$ cat src/rtl/writeback_queue.sv
// writeback_queue: circular FIFO that merges ALU and load results onto the single register file write port.
// Optional bypass lookup is compiled in by defining WRITEBACK_QUEUE_BYPASS_EN.
// Ports: clk, rstn (async active-low); alu_*/mem_* enqueue channels, where mem has priority;
// rd/rd_data/write_en drive the regfile; wb_stall blocks the write port; reserve_en/reserve_rd
// set busy bits; busy is the pending bitmap; count is occupancy; rs1/rs2 -> fwd*_valid/fwd*_data.
module writeback_queue #(
  parameter int xlen  = 64,
  parameter int depth = 4
) (
  input  logic                         clk,
  input  logic                         rstn,
  input  logic                         alu_valid,
  output logic                         alu_ready,
  input  logic [4:0]                   alu_rd,
  input  logic [xlen-1:0]              alu_data,
  input  logic                         mem_valid,
  output logic                         mem_ready,
  input  logic [4:0]                   mem_rd,
  input  logic [xlen-1:0]              mem_data,
  output logic [4:0]                   rd,
  output logic [xlen-1:0]              rd_data,
  output logic                         write_en,
  input  logic                         wb_stall,
  input  logic                         reserve_en,
  input  logic [4:0]                   reserve_rd,
  output logic [31:0]                  busy,
  output logic [$clog2(depth+1)-1:0]   count,
  input  logic [4:0]                   rs1,
  input  logic [4:0]                   rs2,
  output logic                         fwd1_valid,
  output logic                         fwd2_valid,
  output logic [xlen-1:0]              fwd1_data,
  output logic [xlen-1:0]              fwd2_data
);

  localparam int PW = $clog2(depth);
  localparam int CW = $clog2(depth+1);

  logic [PW-1:0]   head_q, head_d;
  logic [PW-1:0]   tail_q, tail_d;
  logic [CW-1:0]   count_q, count_d;
  logic            full_q, full_d;
  logic [31:0]     busy_q, busy_d;
  logic [4:0]      rd_mem_q [depth];
  logic [4:0]      rd_mem_d [depth];
  logic [xlen-1:0] data_mem_q [depth];
  logic [xlen-1:0] data_mem_d [depth];

  logic            enq_mem;
  logic            enq_alu;
  logic            enq;
  logic            pop;
  logic            not_empty;
  logic [4:0]      in_rd;
  logic [xlen-1:0] in_data;

  // Ready looks only at the registered full flag, so a pop this
  // cycle never opens a slot for a same-cycle enqueue.
  always_comb begin
    mem_ready = rstn && !full_q;
    alu_ready = rstn && !full_q && !mem_valid;
    enq_mem   = mem_valid && mem_ready;
    enq_alu   = alu_valid && alu_ready;
    enq       = enq_mem || enq_alu;
    in_rd     = enq_mem ? mem_rd : alu_rd;
    in_data   = enq_mem ? mem_data : alu_data;
  end

  always_comb begin
    not_empty = (count_q != '0);
    rd        = not_empty ? rd_mem_q[head_q] : '0;
    rd_data   = not_empty ? data_mem_q[head_q] : '0;
    pop       = not_empty && !wb_stall;
    write_en  = pop && (rd != 5'd0);
  end

  always_comb begin
    head_d     = pop ? head_q + 1'b1 : head_q;
    tail_d     = enq ? tail_q + 1'b1 : tail_q;
    rd_mem_d   = rd_mem_q;
    data_mem_d = data_mem_q;
    if (enq) begin
      rd_mem_d[tail_q]   = in_rd;
      data_mem_d[tail_q] = in_data;
    end
    case ({enq, pop})
      2'b10:   count_d = count_q + 1'b1;
      2'b01:   count_d = count_q - 1'b1;
      default: count_d = count_q;
    endcase
    full_d = (count_d == CW'(depth));
  end

  // Set is applied after clear so a same-cycle reserve wins.
  always_comb begin
    busy_d = busy_q;
    if (write_en) begin
      busy_d[rd] = 1'b0;
    end
    if (reserve_en && reserve_rd != 5'd0) begin
      busy_d[reserve_rd] = 1'b1;
    end
    busy_d[0] = 1'b0;
  end

  always_ff @(posedge clk or negedge rstn) begin
    if (!rstn) begin
      head_q  <= '0;
      tail_q  <= '0;
      count_q <= '0;
      full_q  <= 1'b0;
      busy_q  <= '0;
      for (int i = 0; i < depth; i++) begin
        rd_mem_q[i]   <= '0;
        data_mem_q[i] <= '0;
      end
    end else begin
      head_q     <= head_d;
      tail_q     <= tail_d;
      count_q    <= count_d;
      full_q     <= full_d;
      busy_q     <= busy_d;
      rd_mem_q   <= rd_mem_d;
      data_mem_q <= data_mem_d;
    end
  end

  assign busy  = busy_q;
  assign count = count_q;

`ifdef WRITEBACK_QUEUE_BYPASS_EN
  // Walk oldest to youngest; the last hit is the youngest match.
  function automatic logic [xlen:0] lookup(input logic [4:0] rs);
    logic [xlen:0] r;
    logic [PW-1:0] idx;
    r = '0;
    for (int i = 0; i < depth; i++) begin
      idx = head_q + PW'(i);
      if (CW'(i) < count_q && rs != 5'd0 && rd_mem_q[idx] == rs) begin
        r = {1'b1, data_mem_q[idx]};
      end
    end
    return r;
  endfunction

  always_comb begin
    {fwd1_valid, fwd1_data} = lookup(rs1);
    {fwd2_valid, fwd2_data} = lookup(rs2);
  end
`else
  logic unused_rs;
  assign unused_rs  = ^{rs1, rs2};
  assign fwd1_valid = 1'b0;
  assign fwd2_valid = 1'b0;
  assign fwd1_data  = '0;
  assign fwd2_data  = '0;
`endif

endmodule

$ cat config.mk
export PLATFORM = sky130hd
export DESIGN_NAME = writeback_queue
export DESIGN_NICKNAME = d
export VERILOG_FILES = /design/src/rtl/writeback_queue.sv
export SDC_FILE = /design/constraint.sdc
export NUM_CORES = 1
export LEC_CHECK = 0
export ABC_AREA = 0
export ABC_CLOCK_PERIOD_IN_PS = 2800
export BUFFER_PORTS_ARGS = -buffer_cell sky130_fd_sc_hd__buf_2
export CORE_MARGIN = 2
export CORE_UTILIZATION = 55
export CTS_BUF_LIST = sky130_fd_sc_hd__clkbuf_4 sky130_fd_sc_hd__clkbuf_8
export CTS_CLUSTER_DIAMETER = 120
export CTS_CLUSTER_SIZE = 16
export DETAILED_ROUTE_END_ITERATION = 10
export PLACE_DENSITY = 0.91
export SLEW_MARGIN = 20
export SYNTH_ARGS = -nofsm -noshare
export SYNTH_HDL_FRONTEND = slang
export SYNTH_SLANG_ARGS = --single-unit
$ cat constraint.sdc
create_clock -name clk -period 2.8 [get_ports clk]
set_input_delay 0.42 -clock clk [delete_from_list [all_inputs] [get_ports clk]]
set_output_delay 0.42 -clock clk [all_outputs]
set_load 0.03 [all_outputs]
# Word level (Yosys, flattened, before mapping)
# Cells that the tools add are included.
[op_classes]
n_addsub = 4
reduce_logical = 17
n_lt_le_gt_ge = 7
eq_ne = 3
bitwise_logic = 5
mux = 23
[op_table]
columns = ["op", "count"]
rows = [
  ["$mux 64", 5],
  ["$bwmux 256", 1],
  ["$bmux 64 s2", 1],
  ["$demux 64 s2", 1],
  ["$mux 32", 2],
  ["$and 32x32->32", 1],
  ["$not 32->32", 1],
  ["$or 32x32->32", 1],
  ["$mux 5", 5],
  ["$bwmux 20", 1],
  ["$lt 5x6->1 const B", 2],
  ["$bmux 5 s2", 1],
  ["$demux 1 s5", 2],
  ["$demux 5 s2", 1],
  ["$ge 5x1->1 const B", 2],
  ["$logic_and 1x1->1", 10],
  ["$reduce_bool 5->1", 2],
  ["$ge 3x3->1 const B", 2],
  ["$not 2->3", 2],
  ["$pmux 3 s2", 1],
  ["$add 2x1->2 const B", 2],
  ["$add 3x1->3 const B", 1],
  ["$eq 3x3->1 const B", 1],
  ["$logic_not 1->1", 3],
  ["other kinds (7)", 8],
]
[word_totals]
word_cells = 72
output_inout_bits = 237
ff_bits = 315

# Longest topological paths before layout
[logic_depth]
ltp_word = 14
mapped_depth = 10
ltp_nobuf = 9

# Least setup slack after synthesis
# OpenSTA, ideal clock, no wires.
[synth_path]
path_kind = "register to register"
startpoint = "register count_q[0] (netlist: count[0])"
endpoint = "register full_q"
t_required_ps = 2674
path_slack_ps = 451
period_less_slack_ps = 2349
setup_time_ps = 126
arrival_ps = 2223
path_stages_with_launch = 10
path_cell_list = "dfrtp_1 nor3_1 nor2_1 ha_1 inv_1 fa_1 xor2_1 nor2_1 xor2_1 nor3b_1"
[synth_between]
elab_chain_len = 5
[synth_lines]
columns = ["element", "line", "source"]
rows = [
  ["from (decl)", "41", "logic [CW-1:0] count_q, count_d;"],
  ["from (signal assigned)", "120", "count_q <= count_d;"],
  ["$reduce_bool 3->1 *", "70", "not_empty = (count_q != '0);"],
  ["$logic_and 1x1->1 *", "73", "pop = not_empty && !wb_stall;"],
  ["via pop", "52", "logic pop;"],
  ["$eq 2x1->1 or $eq 2x2->1 (tied branches)", "86", "case ({enq, pop})"],
  ["$pmux 3 s2 *", "86", ""],
  ["via count_d[2]", "41", ""],
  ["$eq 3x3->1 *", "91", "full_d = (count_d == CW'(depth));"],
  ["via full_d", "42", "logic full_q, full_d;"],
  ["to (signal assigned)", "121", "full_q <= full_d;"],
  ["to (decl)", "42", ""],
]
# The timed path passes the listed nets; every way through them passes the cells marked *.
# A chain may end at the register's enable or synchronous reset.

# Final worst setup path
[layout_path]
startpoint = "register head_q[0]"
endpoint = "output port write_en"
[layout_between]
elab_chain_len = 7
[layout_lines]
columns = ["element", "line", "source"]
rows = [
  ["from (decl)", "39", "logic [PW-1:0] head_q, head_d;"],
  ["from (signal assigned)", "108", "head_q <= '0;"],
  ["from (signal assigned)", "118", "head_q <= head_d;"],
  ["$not 2->3 (implied by the code)", "71", "rd = not_empty ? rd_mem_q[head_q] : '0;"],
  ["$bmux 5 s2", "71", ""],
  ["$mux 5 (implied by the code) (2 in series)", "71", ""],
  ["$mux 5", "71", ""],
  ["$reduce_bool 5->1", "74", "write_en = pop && (rd != 5'd0);"],
  ["$logic_and 1x1->1", "74", ""],
  ["to (decl)", "22", "output logic write_en,"],
]
# Every way passes these cells. The select of a mux whose other input is x is not followed.

==> results.yml <==
placed_design:
  port_buffers: 254
  place_congestion: 0.928
  hpwl_um: 24400
  place_ws_ps: 207
timing:
  hold_viol_final: 0
  timing.final.crit_share_pct: 102
  tns_ps: -88.0
  final_max_slew_viol_count: 0
  rsz0062_at_grt: "yes"
  timing.fmax_mhz: 349
  slew_headroom_pct: 37.9
  skew_ps: 12.9
  setup_viol: 2
  fin_hold_ws_ps: 178
  min_period_ps: 2860
  setup_ws_ps: -62.2
  worstMarginPinSlew_ps: 931
power_and_ir_drop:
  irDropWorstVdd_uv: 847
  p_sw_mw: 9.34
  powerDensity_nw_per_um2: 1230
  power_frac_comb_pct: 53.3
  p_clk_share_pct: 10.2
  netSwitchingFraction_pct: 44.1
  pwr-share-seq_pct: 36.5
  p_int_mw: 11.8
  p_leak_nw: 8.69
die:
  pin_count: 396
  die_width_um: 171
  initial_core_util_pct: 55.6
  num_rows: 61
  coreArea_sq_um: 27600
  die_area_sq_um: 29300
  fp.dieH_um: 171
critical_path:
  endpoint: "write_en"
  cp-end-kind: "primary output"
  worst-path-max-fanout: 6
  cp-start-kind: "register"
  reg2reg_depth: 8
  r2r_setup_slack_ps: 120
  cp-startpoint: "head_q[0]"
  r2r-start: "head_q[0]"
  required_ps: 2380
  r2r_end: "busy[10]"
  critPathArrivalTime_ps: 2440
  critical_path_class: "reg2out"
cells_and_area:
  fin_nets: 1861
  area_growth_pct: 12.2
  multi_input_area_sq_um: 6620
  layout-drive-gt1-share_pct: 24.5
  fillers: 2155
  mostFrequentLayoutCell: "nand2_1"
  layout_common_cells: "nand2_1 (333), dfrtp_1 (313), o21ai_0 (286)"
  regArea_sq_um: 7890
  num_antenna_cells: 0
min_path:
  hold_path_depth: 3
  hp-class: "in2reg"
global_routing:
  use_met3_pct: 3.56
  antenna_found_initial: 0
  top_usage_layer: "met2"
  grt-ovfl-total: 0
  grt_pass1_wl_um: 57500
  grt_use_met2_pct: 43.4
  track_usage_pct: 24.9
  first_global_vias: 11300
  grtUsageMet1_pct: 32.0
  grt_max_degree: 160
clock_network:
  htreeDepth: 1
  clock_sinks: 315
  tritoncts: "done"
  clk_pin_slew_ps: 110
  cts_buffers: 23
  clk_latency_ps: 550
  cts_root_buf: "clkbuf_8"
  clockBufferDepth: 3
outcome:
  violations: "negative setup slack"
  status: "finished with violations"
drt:
  drt-total-wl_um: 36400
  drtIter0Drc: 866
  num_vias: 11300
  drcViolationCount: 0
  wl_per_cell_um: 17.6
  viasPerCell: 5.44
  antenna_left: 0
  dr.pass1.iters: 5
synth:
  synth_area_per_cell_sq_um: 10.5
  ys_seq_elements: 315
  synth_cells: 1468
  synth_area_sq_um: 15400
  ys_seq_area_share_pct: 51.3
  netlist-cell-type-count: 43
  yosys_warnings: 0
run:
  drv_cap: 0
## Yosys cell counts (all sizes together)
cell / number / area (sq um)
fa: 1 / 20.0
nor3: 2 / 10.0
nand3b: 1 / 7.51
or4b: 3 / 41.3
dfrtp: 315 / 7880
or2: 2 / 12.5
xor2: 3 / 26.3
xnor2: 3 / 26.3
nand4: 1 / 6.26
nand3: 9 / 45.0
or3b: 1 / 8.76
nand2b: 2 / 12.5
nor2: 5 / 18.8
clkbuf: 66 / 248
nor3b: 5 / 42.5
and3b: 2 / 17.5
buf: 161 / 1150
nand2: 335 / 1260
mux2i: 70 / 701
and2: 69 / 432
nand4bb: 1 / 11.3
nor2b: 4 / 25.0
o31a: 1 / 8.76
inv: 11 / 41.3
nor4bb: 1 / 10.0
a22oi: 4 / 30.0
conb: 1 / 3.75
o21ai: 292 / 1460
o31ai: 10 / 75.1
and3: 1 / 6.26
o41ai: 5 / 58.8
or3: 5 / 36.3
mux2: 1 / 11.3
nand4b: 1 / 8.76
mux4: 69 / 1550
ha: 5 / 62.6
## power groups by stage
stage | logic, mW | registers, mW | clock network, mW
global route | 12.2 | 7.96 | 2.38
global placement | 10.2 | 7.62 | 0
finish | 11.3 | 7.74 | 2.15
CTS | 11.0 | 7.73 | 2.18
floorplan | 7.58 | 7.84 | 0
detailed placement | 10.6 | 7.83 | 0
## layout make-up
type,count,share of cell area [%]
clock buffer,24,1.88
clock inverter,1,0.0436
inverter,11,0.240
multi-input combinational,1045,38.4
sequential,315,45.8
tap,378,2.74
timing repair buffer,300,10.9
## how the worst min path moves through the flow
| stage | start | endpoint | slack (ps) |
|---|---|---|---|
| 2_1_floorplan | rstn | busy[10] | 120 |
| 3_3_place_gp | rstn | data_mem_q[89] | 220 |
| 3_5_place_dp | rstn | data_mem_q[89] | 220 |
| 4_1_cts | reserve_rd[1] | busy[31] | 140 |
| 5_1_grt | reserve_rd[1] | busy[31] | 150 |
| 6_report | reserve_rd[0] | busy[31] | 180 |
## worst max-delay path: stages, from the launching register on
cell     delay [ps]
dfrtp_4         490
mux4_2          540
or3_4           400
o31a_1          320
buf_6           150
## metal layers
| layer | wire, um | vias to the layer above | share of wire (%) |
|---|---|---|---|
| met1 | 14500 | 5531 | 40 |
| li1 | - | 5194 | - |
| met4 | 1020 | 0 | 2.8 |
| met3 | 2330 | 71 | 6.4 |
| met2 | 18500 | 487 | 51 |
| met5 | 0 | - | 0 |
## state kept, by name (all words and copies together), names as in the netlist
register    count
busy           31
count           3
data_mem_q    256
full_q          1
head_q          2
rd_mem_q       20
tail_q          2
## kinds of logic after synthesis
kind of cell               Yosys count  synth area share, %
xor gates and xnor gates             6                0.342
AOI/OAI and AO/OA                  312                 10.6
and+or+nand+nor                    450                 13.1
other                                1               0.0244
DFF                                315                 51.3
buffers and inverters              238                 9.35
muxes                              140                 14.7
adders and majority gates            6                0.537
## metrics by stage
stage | cells | utilization, % | cell area [sq um] | power, mW
final | 2074 | 62.4 | 17200 | 21.2
after global routing | 2074 | 62.4 | 17200 | 22.6
after CTS | 2064 | 61.9 | 17100 | 21.0
after detailed placement | 2027 | 60.0 | 16600 | 18.4
after global placement | 2027 | 60.0 | 16600 | 17.8
after floorplan | 1598 | - | 15900 | 15.4
## what timing repair did
action	4_1_cts	5_1_grt
endpoints found under the setup margin	64	46
hold endpoints to repair	6	0
buffers inserted	8	9
hold buffers	1	0
gates resized for setup	11	9
gates cloned	3	1
pin swaps	2	0
No activity file was read; power rests on OpenSTA's default activity.
